File: config.mk
export PLATFORM = sky130hd
export DESIGN_NAME = ovr_mac_scheduler_flat
export DESIGN_NICKNAME = d
export VERILOG_FILES = /design/src/rtl/ovr_pkg.sv /design/src/rtl/ovr_mac_scheduler_if.sv /design/src/rtl/ovr_mac.sv /design/src/rtl/ovr_mac_scheduler.sv /design/src/flat_wrapper.sv
export SDC_FILE = /design/constraint.sdc
export NUM_CORES = 2
export LEC_CHECK = 0
export CAP_MARGIN = 0
export CELL_PAD_IN_SITES_DETAIL_PLACEMENT = 1
export CELL_PAD_IN_SITES_GLOBAL_PLACEMENT = 1
export CORE_MARGIN = 2
export CORE_UTILIZATION = 30
export CTS_BUF_LIST = sky130_fd_sc_hd__clkbuf_16
export DETAILED_ROUTE_END_ITERATION = 6
export PLACE_DENSITY_LB_ADDON = 0.15
export SYNTH_ARGS = -nofsm -noshare
export SYNTH_HDL_FRONTEND = slang
export SYNTH_SLANG_ARGS = --single-unit
File: constraint.sdc
create_clock -name clk -period 9.7 [get_ports clk]
set_input_delay 1.94 -clock clk [delete_from_list [all_inputs] [get_ports clk]]
set_output_delay 1.94 -clock clk [all_outputs]
set_load 0.005 [all_outputs]
File: src/rtl/ovr_pkg.sv
// Shared parameters, address widths and scheduler state type for the
// one-vs-all MAC scheduler.
package ovr_pkg;

    localparam int W         = 32;
    localparam int NUM_FEAT  = 41;
    localparam int NUM_CLASS = 10;
    localparam int CW        = $clog2(NUM_CLASS);
    localparam int FW        = $clog2(NUM_FEAT);

    typedef enum logic [1:0] {
        LOAD    = 2'd0,
        COMPUTE = 2'd1,
        COMPARE = 2'd2,
        OUTPUT  = 2'd3
    } state_t;

endpackage

File: src/rtl/ovr_mac_scheduler_if.sv
// Feature-stream input and result output of the scheduler, plus its state
// as a debug view.
//
// Handshake rule for both channels: a transfer happens on a rising edge
// where valid && ready are both high. The source holds valid and its payload
// until that edge. The sink may change ready at any time.
interface ovr_mac_scheduler_if;
    import ovr_pkg::*;

    logic          in_valid;
    logic          in_ready;
    logic [W-1:0]  in_data;
    logic          in_last;

    logic          out_valid;
    logic          out_ready;
    logic [CW-1:0] out_class;
    logic [W-1:0]  out_score;

    state_t        dbg_state;

    modport master (
        output in_valid, in_data, in_last, out_ready,
        input  in_ready, out_valid, out_class, out_score, dbg_state
    );

    modport slave (
        input  in_valid, in_data, in_last, out_ready,
        output in_ready, out_valid, out_class, out_score, dbg_state
    );

endinterface

File: src/rtl/ovr_mac.sv
// Shared multiply-accumulate. Products and sums keep only the low W bits,
// so the accumulator wraps modulo 2^W.
module ovr_mac
    import ovr_pkg::*;
(
    input  logic         clk,
    input  logic         rst,
    input  logic         clr,
    input  logic         en,
    input  logic [W-1:0] a,
    input  logic [W-1:0] b,
    output logic [W-1:0] acc
);

    logic [W-1:0] prod;

    assign prod = a * b;

    // Accumulator: clear has priority over enable.
    always_ff @(posedge clk) begin
        if (rst || clr) begin
            acc <= '0;
        end else if (en) begin
            acc <= acc + prod;
        end
    end

endmodule

File: src/rtl/ovr_mac_scheduler.sv
// Buffers one feature vector. It then runs one shared MAC over every class's
// theta set and returns the argmax class together with its raw score.
module ovr_mac_scheduler
    import ovr_pkg::*;
(
    input  logic          clk,
    input  logic          rst,
    ovr_mac_scheduler_if.slave bus,
    output logic [CW-1:0] th_class,
    output logic [FW-1:0] th_feat,
    input  logic [W-1:0]  th_data,
    output logic          busy
);

    state_t        state;
    state_t        state_nxt;

    logic [FW-1:0] k;           // load beat index
    logic [FW-1:0] f;           // feature issue index, NUM_FEAT = drain cycle
    logic [FW-1:0] f_d;         // feature index of the theta arriving now
    logic          v_d;         // th_data holds a requested theta this cycle
    logic [CW-1:0] c;           // class being scheduled
    logic [W-1:0]  x [NUM_FEAT];

    logic [CW-1:0] best_class;
    logic [W-1:0]  best_score;

    logic          beat;
    logic          last_beat;
    logic          f_last;
    logic          c_last;
    logic          hs;
    logic [W-1:0]  mac_a;
    logic          mac_clr;
    logic [W-1:0]  acc;

    assign beat      = bus.in_valid && (state == LOAD);
    assign last_beat = beat && (bus.in_last || (k == FW'(NUM_FEAT - 1)));
    assign f_last    = (f == FW'(NUM_FEAT));
    assign c_last    = (c == CW'(NUM_CLASS - 1));
    assign hs        = (state == OUTPUT) && bus.out_ready;

    assign bus.in_ready  = (state == LOAD);
    assign bus.out_valid = (state == OUTPUT);
    assign bus.out_class = best_class;
    assign bus.out_score = best_score;
    assign bus.dbg_state = state;
    assign busy          = (state != LOAD);

    assign th_class = c;
    assign th_feat  = ((state == COMPUTE) && !f_last) ? f : '0;

    // The bias slot multiplies by a constant 1, whatever beat 0 carried.
    assign mac_a   = (f_d == '0) ? W'(1) : x[f_d];
    assign mac_clr = (state == COMPARE) || (state == LOAD);

    // State register.
    always_ff @(posedge clk) begin
        if (rst) begin
            state <= LOAD;
        end else begin
            state <= state_nxt;
        end
    end

    // Next-state logic.
    always_comb begin
        state_nxt = state;
        case (state)
            LOAD:    if (last_beat) state_nxt = COMPUTE;
            COMPUTE: if (f_last)    state_nxt = COMPARE;
            COMPARE: state_nxt = c_last ? OUTPUT : COMPUTE;
            OUTPUT:  if (bus.out_ready) state_nxt = LOAD;
            default: state_nxt = LOAD;
        endcase
    end

    // Load beat counter. It restarts after every vector.
    always_ff @(posedge clk) begin
        if (rst || last_beat) begin
            k <= '0;
        end else if (beat) begin
            k <= k + 1'b1;
        end
    end

    // Feature buffer. It is cleared on reset and on result acceptance, so a short vector reads 0 in unloaded slots.
    always_ff @(posedge clk) begin
        if (rst || hs) begin
            for (int i = 0; i < NUM_FEAT; i++) begin
                x[i] <= '0;
            end
        end else if (beat) begin
            x[k] <= bus.in_data;
        end
    end

    // Issue counter: NUM_FEAT address cycles plus one drain cycle per class.
    always_ff @(posedge clk) begin
        if (rst || (state != COMPUTE) || f_last) begin
            f <= '0;
        end else begin
            f <= f + 1'b1;
        end
    end

    // Track the ROM read latency: which feature the returning theta belongs to.
    always_ff @(posedge clk) begin
        if (rst) begin
            v_d <= 1'b0;
            f_d <= '0;
        end else begin
            v_d <= (state == COMPUTE) && !f_last;
            f_d <= f;
        end
    end

    // Class counter. It advances once per COMPARE cycle and wraps to 0 after the last class.
    always_ff @(posedge clk) begin
        if (rst) begin
            c <= '0;
        end else if (state == COMPARE) begin
            c <= c_last ? '0 : c + 1'b1;
        end
    end

    // Argmax. Class 0 always seeds it. A strict signed greater-than keeps the lower index on ties.
    always_ff @(posedge clk) begin
        if (rst) begin
            best_class <= '0;
            best_score <= '0;
        end else if ((state == COMPARE) &&
                     ((c == '0) || ($signed(acc) > $signed(best_score)))) begin
            best_class <= c;
            best_score <= acc;
        end
    end

    ovr_mac u_mac (
        .clk (clk),
        .rst (rst),
        .clr (mac_clr),
        .en  (v_d),
        .a   (mac_a),
        .b   (th_data),
        .acc (acc)
    );

endmodule

File: src/flat_wrapper.sv
// flat-port wrapper written by rule: the top's interface ports become plain ports
module ovr_mac_scheduler_flat import ovr_pkg::*;
  (clk, rst, th_class, th_feat, th_data, busy, bus_in_valid, bus_in_data, bus_in_last, bus_out_ready, bus_in_ready, bus_out_valid, bus_out_class, bus_out_score, bus_dbg_state);
  ovr_mac_scheduler_if bus_i ();
  input  logic clk;
  input  logic rst;
  output logic [CW-1:0] th_class;
  output logic [FW-1:0] th_feat;
  input  logic [W-1:0] th_data;
  output logic busy;
  input wire logic [$bits(bus_i.in_valid)-1:0] bus_in_valid;
  input wire logic [$bits(bus_i.in_data)-1:0] bus_in_data;
  input wire logic [$bits(bus_i.in_last)-1:0] bus_in_last;
  input wire logic [$bits(bus_i.out_ready)-1:0] bus_out_ready;
  output wire logic [$bits(bus_i.in_ready)-1:0] bus_in_ready;
  output wire logic [$bits(bus_i.out_valid)-1:0] bus_out_valid;
  output wire logic [$bits(bus_i.out_class)-1:0] bus_out_class;
  output wire logic [$bits(bus_i.out_score)-1:0] bus_out_score;
  output wire logic [$bits(bus_i.dbg_state)-1:0] bus_dbg_state;
  assign bus_i.in_valid = bus_in_valid;
  assign bus_i.in_data = bus_in_data;
  assign bus_i.in_last = bus_in_last;
  assign bus_i.out_ready = bus_out_ready;
  assign bus_in_ready = bus_i.in_ready;
  assign bus_out_valid = bus_i.out_valid;
  assign bus_out_class = bus_i.out_class;
  assign bus_out_score = bus_i.out_score;
  assign bus_dbg_state = bus_i.dbg_state;
  ovr_mac_scheduler u_core (.clk(clk), .rst(rst), .bus(bus_i), .th_class(th_class), .th_feat(th_feat), .th_data(th_data), .busy(busy));
endmodule
# == Word-level counts from Yosys, hierarchy flattened ==
# Memory sizes are Yosys's and may differ from the RTL's. A register that Yosys moved wholly into a read port is not among the register bits.
# Index checks and enable logic that the tools add are counted.
# totals
mem_count,1
regBits,93
output_inout_bits,51
mem_bits_rw,1312
# mem_list
memory,words,width,read_ports,rd_clocked_by_memory_dff,write_ports,line_no,text
u_core.x,41,32,1,1,41,ovr_mac_scheduler.sv:23,logic [W-1:0] x [NUM_FEAT];
# op_classes
mul,1
eq_ne,10
n_lt_le_gt_ge,1
n_reduce_logical,20
n_addsub,4
mux,17
# ops
cell,n
$mux 32,2
$add 32x32->32,1
$gt 32x32->1,1
$mul 32x32->32,1
$reduce_or 32->1,1
$mux 6,3
$add 6x1->6 const B,2
$eq 6x6->1 const B,2
$logic_or 1x1->1,8
$mux 2,4
$pmux 2 s4,1
$logic_not 6->1,1
$mux 1,6
$ne 2x1->1 const B,3
$logic_and 1x1->1,5
$add 4x1->4 const B,1
$eq 2x2->1 const B,2
$eq 4x4->1 const B,1
$logic_not 4->1,1
$mux 4,1
$reduce_and 3->1,1
$eq 2x1->1 const B,1
$logic_not 2->1,1
$ne 2x2->1 const B,1
other kinds (2),2

# == Depth between registers and ports, before layout ==
# depth
word_depth,7
mapped_depth,43
mapped_depth_nobuf,34

# == Modules after synthesis ==
# A second synthesis with hierarchy kept.
# hier_totals
hier_cells,7057
hier_area_um2,108860.7
# modules_own_cells
mod,cells_each,area_each_um2,seq_area_each_um2,n_inst
ovr_mac_scheduler,5092,90923.5,62720.2,1
ovr_mac,1965,17937.2,640.6,1

# == Worst setup path after synthesis ==
# No wires, ideal clock.
# synth_timing
path_type,flip-flop to flip-flop
start,register u_core.f_d[0]
end,register u_core.u_mac.acc[29]
path_stages_with_launch,39
setup_time_ps,74
required_ps,9626
path_slack_ps,355
arrival_time_ps,9271
path_cell_list,dfxtp_1 > buf_6 > buf_12 > buf_12 > buf_6 > buf_6 > buf_6 > buf_6 > buf_6 > mux4_2 > mux4_2 > o221ai_1 > nor2_1 > clkbuf_1 > clkbuf_1 > and2_1 > fa_1 > fa_1 > (+3 left out) > inv_1 > fa_1 > inv_1 > fa_1 > inv_1 > fa_1 > inv_1 > fa_1 > inv_1 > ha_1 > nand3_1 > nor2_1 > a31oi_1 > o21ai_0 > a21o_1 > a21oi_1 > or3b_2 > a31oi_1
# synth_via
elab_chain_len,4
# synth_rtl
element,line_no,text
from (decl),ovr_mac_scheduler.sv:20,logic [FW-1:0] f_d;
from (signal assigned),ovr_mac_scheduler.sv:111,f_d <= '0;
from (signal assigned),ovr_mac_scheduler.sv:114,f_d <= f;
$logic_not 6->1,ovr_mac_scheduler.sv:54,assign mac_a = (f_d == '0) ? W'(1) : x[f_d];
$mux 32,ovr_mac_scheduler.sv:54,
$mul 32x32->32,ovr_mac.sv:17,assign prod = a * b;
$add 32x32->32,ovr_mac.sv:24,acc <= acc + prod;
to (signal assigned),ovr_mac.sv:24,
to (decl),ovr_mac.sv:12,output logic [W-1:0] acc
# Every way passes these cells.
# A chain may end at the register's enable or synchronous reset.

# == Worst setup path after layout ==
# Same ends and word-level chain as after synthesis.

==> summary.md <==
| Metric | Value |
|---|---|
| Worst-Margin Slew | approximately 1.2 ns |
| Routed vias/inst | between 5 and 6 |
| Max_cap viols | 0 |
| DRC violations left | 0 |
| Clock buffer count from CTS | roughly 270 |
| Post-synthesis cell area | 109000 µm² |
| Placer Congestion | 0.832 |
| Total I/O pin count | 120 |
| Syn Area/Cell | 15.1 µm² |
| Placed Area | about 120000 µm² |
| First-pass GRT wire length | between 500000 and 600000 µm |
| Slowest cell on the critical path | mux4_2 |
| Dpl hpwl | about 260000 µm |
| Delay of the slowest critical-path stage | 0.58 ns |
| Final period util | 97.6% |
| VDD IR-drop max | 0.128 mV |
| Initial antenna violation count | 38 |
| Final Max Tran Viols | 0 |
| Most used DFF post-synth | edfxtp_1 |
| PortBufs | approximately 120 |
| CP Data Required Time | between 10 and 15 ns |
| Initial core utilization | 30.1% |
| Layout Nets | ~8500 |
| Final Skew | 0.0884 ns |
| Hold-fix buffers, CTS | 0 |
| Rows | 221 |
| Top cell type by total area after synthesis | edfxtp_1 |
| Vias | 64500 |
| Vias in the first global route | between 60000 and 70000 |
| Clk slew on worst S/H paths | roughly 0.060 ns |
| Syn_nets | 7897 |
| TNS Setup | 0 ns |
| Root buf cell | clkbuf_16 |
| Fin area | about 130000 µm² |
| Clk_lat worst skew | approximately 0.92 ns |
| Setup violations, final | 0 |
| Remaining antenna violation count after routing | 0 |
| Most frequent cells in the layout | edfxtp_1 (2048), and2_1 (1580), buf_4 (624) |
| Clock Path Buffers | 4 |
| Post-Route WL | ~400000 µm |
| Power per standard cell area | roughly 170 nW/µm² |
| Worst EP arrival | around 10 ns |
| Largest net degree at the start of global routing | 65 |
| Critical Path Start Type | flip-flop |
| Worst Hold Class | reg2reg |
| CTS tree | built |
| Clock H-tree levels | 5 |
| Post-layout min period | roughly 9.5 ns |
| Commonest non-fill, non-tap cell in the layout | edfxtp_1 |
| RSZ-0062 raised after global routing | yes |
| Final Hold Viols | 0 |
| Yosys Warn Count | 0 |
| Overflow after GRT | 0 |
| Status | completed |
| Yosys reg bits | 2141 |
| GRT Util Overall | between 20% and 30% |
| F_max | 106 MHz |
| DIE WIDTH | roughly 600 µm |
| Initial drt markers | a little over 6000 |
| Yosys top cell area share | between 50% and 60% |
| Synth Instances | 7230 |
| Max FO, Critical Path | 8 |
| CP most frequent cell | fa_1 |
| Crit path capture type | flip-flop |
| Full die area | around 370000 µm² |
| Slew margin rel. | 20.6% |
| Area Overhead vs Synth | 19.8% |
| Min Hold Slack | 0.506 ns |
| WS Path Type | reg2reg |
| Core area | about 360000 µm² |
| Die Span Y | 607 µm |
| Register area share after synthesis | about 58% |
| Yosys cell types | 74 |
| Layout cells sized above 1 | 23.9% |
| CTS Sinks | ~2100 |
| Leak pwr | ~49 nW |
| Pwr Total | around 22 mW |
| Hold Startpoint | u_core.bus.out_class[2]$_SDFFE_PP0P_ |
| Synth area leaders | edfxtp_1 (56%), mux4_2 (11%), and2_1 (9.1%) |
| CP Launch Point | u_core.f_d[0]$_SDFF_PP0_ |
| Routed wire per std cell | between 30 and 40 µm |
| Fraction of registers with async set/reset | 0% |
| Drt first pass iters | 5 |
| RR Startpoint | u_core.f_d[0]$_SDFF_PP0_ |
| Post-synth EDFFs | ~2000 |
[flip-flops by register name (all words and copies together) (netlist names), 4 cells and up]
name,count
u_core.bus.out_class,4
u_core.f_d,6
u_core.u_mac.acc,32
u_core.k,6
u_core.f,6
u_core.bus.out_score,32
u_core.th_class,4
u_core.x,2048
[area by class of cell]
cell class	count	area, µm²
multi-input cells	3996	42500
flip-flops and latches	2141	63400
clock buffers	273	6830
fillers	36800	232000
well taps	4794	6000
diodes	16	40.0
inverters	548	2060
repair buffers	890	8610
clock inverters	190	1440
[through the flow]
| step | setup slack [ns] | std cells | utilization (%) |
|---|---|---|---|
| finish | 0.237 | 12800 | 36.1 |
| global route | -0.0610 | 12800 | 36.1 |
| CTS | 0.000401 | 12700 | 35.6 |
| detailed placement | -0.436 | 12300 | 33.3 |
| global placement | -0.386 | 12300 | 33.3 |
| floorplan | 0.355 | 7230 | - |
[cell families after synthesis]
family	synth area share, %
xor gates and xnor gates	0.829
buffers and inverters	4.36
AOI/OAI and AO/OA	2.11
muxes	13.2
DFF	58.0
adders and majority gates	9.86
and+or+nand+nor	11.6
[routing by layer]
metal	vias to the layer above	track usage, %	routed length (µm)
met4	2	5.87	11200
met2	1703	38.9	209000
met5	-	0	13
met1	35400	28.3	172000
met3	413	2.28	18500
li1	27000	-	-
[cell usage after synthesis (22+ instances only)]
master,number
edfxtp_1,2048
and2_1,1581
inv_1,544
mux4_2,516
fa_1,438
clkbuf_1,396
nand2_1,335
nor2_1,188
ha_1,160
mux2i_1,155
dfxtp_1,93
o21ai_0,75
xnor2_1,63
buf_2,57
a21oi_1,52
mux4_1,44
a21o_1,36
a22oi_1,30
o22ai_1,29
buf_4,28
buf_6,26
nand3_1,26
nor2b_1,24
nor3_1,22
[where the power goes]
group          internal, mW  leakage, nW  total (mW)  switching [mW]
clock                  5.58         4.24        9.65            4.07
combinational         0.768         23.2        1.99            1.22
sequential             10.3         21.1        10.4          0.0626
[critical path: cells and delay by family, from the launching register on]
kind	cells	cell delay, ns
and+or+nand+nor	4	0.83
AOI/OAI and AO/OA	6	1.26
DFF	1	0.44
muxes	2	1.13
adders and majority gates	9	4.38
buffers and inverters	11	1.25
[path summary, 6_finish.rpt]
check | to | depth (start not counted) | slack [ns]
worst min-delay path | u_core.bus.out_class[2]$_SDFFE_PP0P_ | 2 | 0.51
worst max-delay path | u_core.u_mac.acc[29]$_SDFFE_PP0P_ | 32 | 0.24
worst max register to register | u_core.u_mac.acc[29]$_SDFFE_PP0P_ | 32 | 0.24
worst min register to register | u_core.bus.out_class[2]$_SDFFE_PP0P_ | 2 | 0.51
[timing repair]
| action | 4_1_cts | 5_1_grt |
|---|---|---|
| buffers inserted | 5 | 92 |
| cloned | 1 | 12 |
| gates resized for setup | 44 | 125 |
| pin swaps | 5 | 40 |
| setup endpoints to repair | 11 | 11 |
Note: power is estimated with default switching activity, not from simulation.
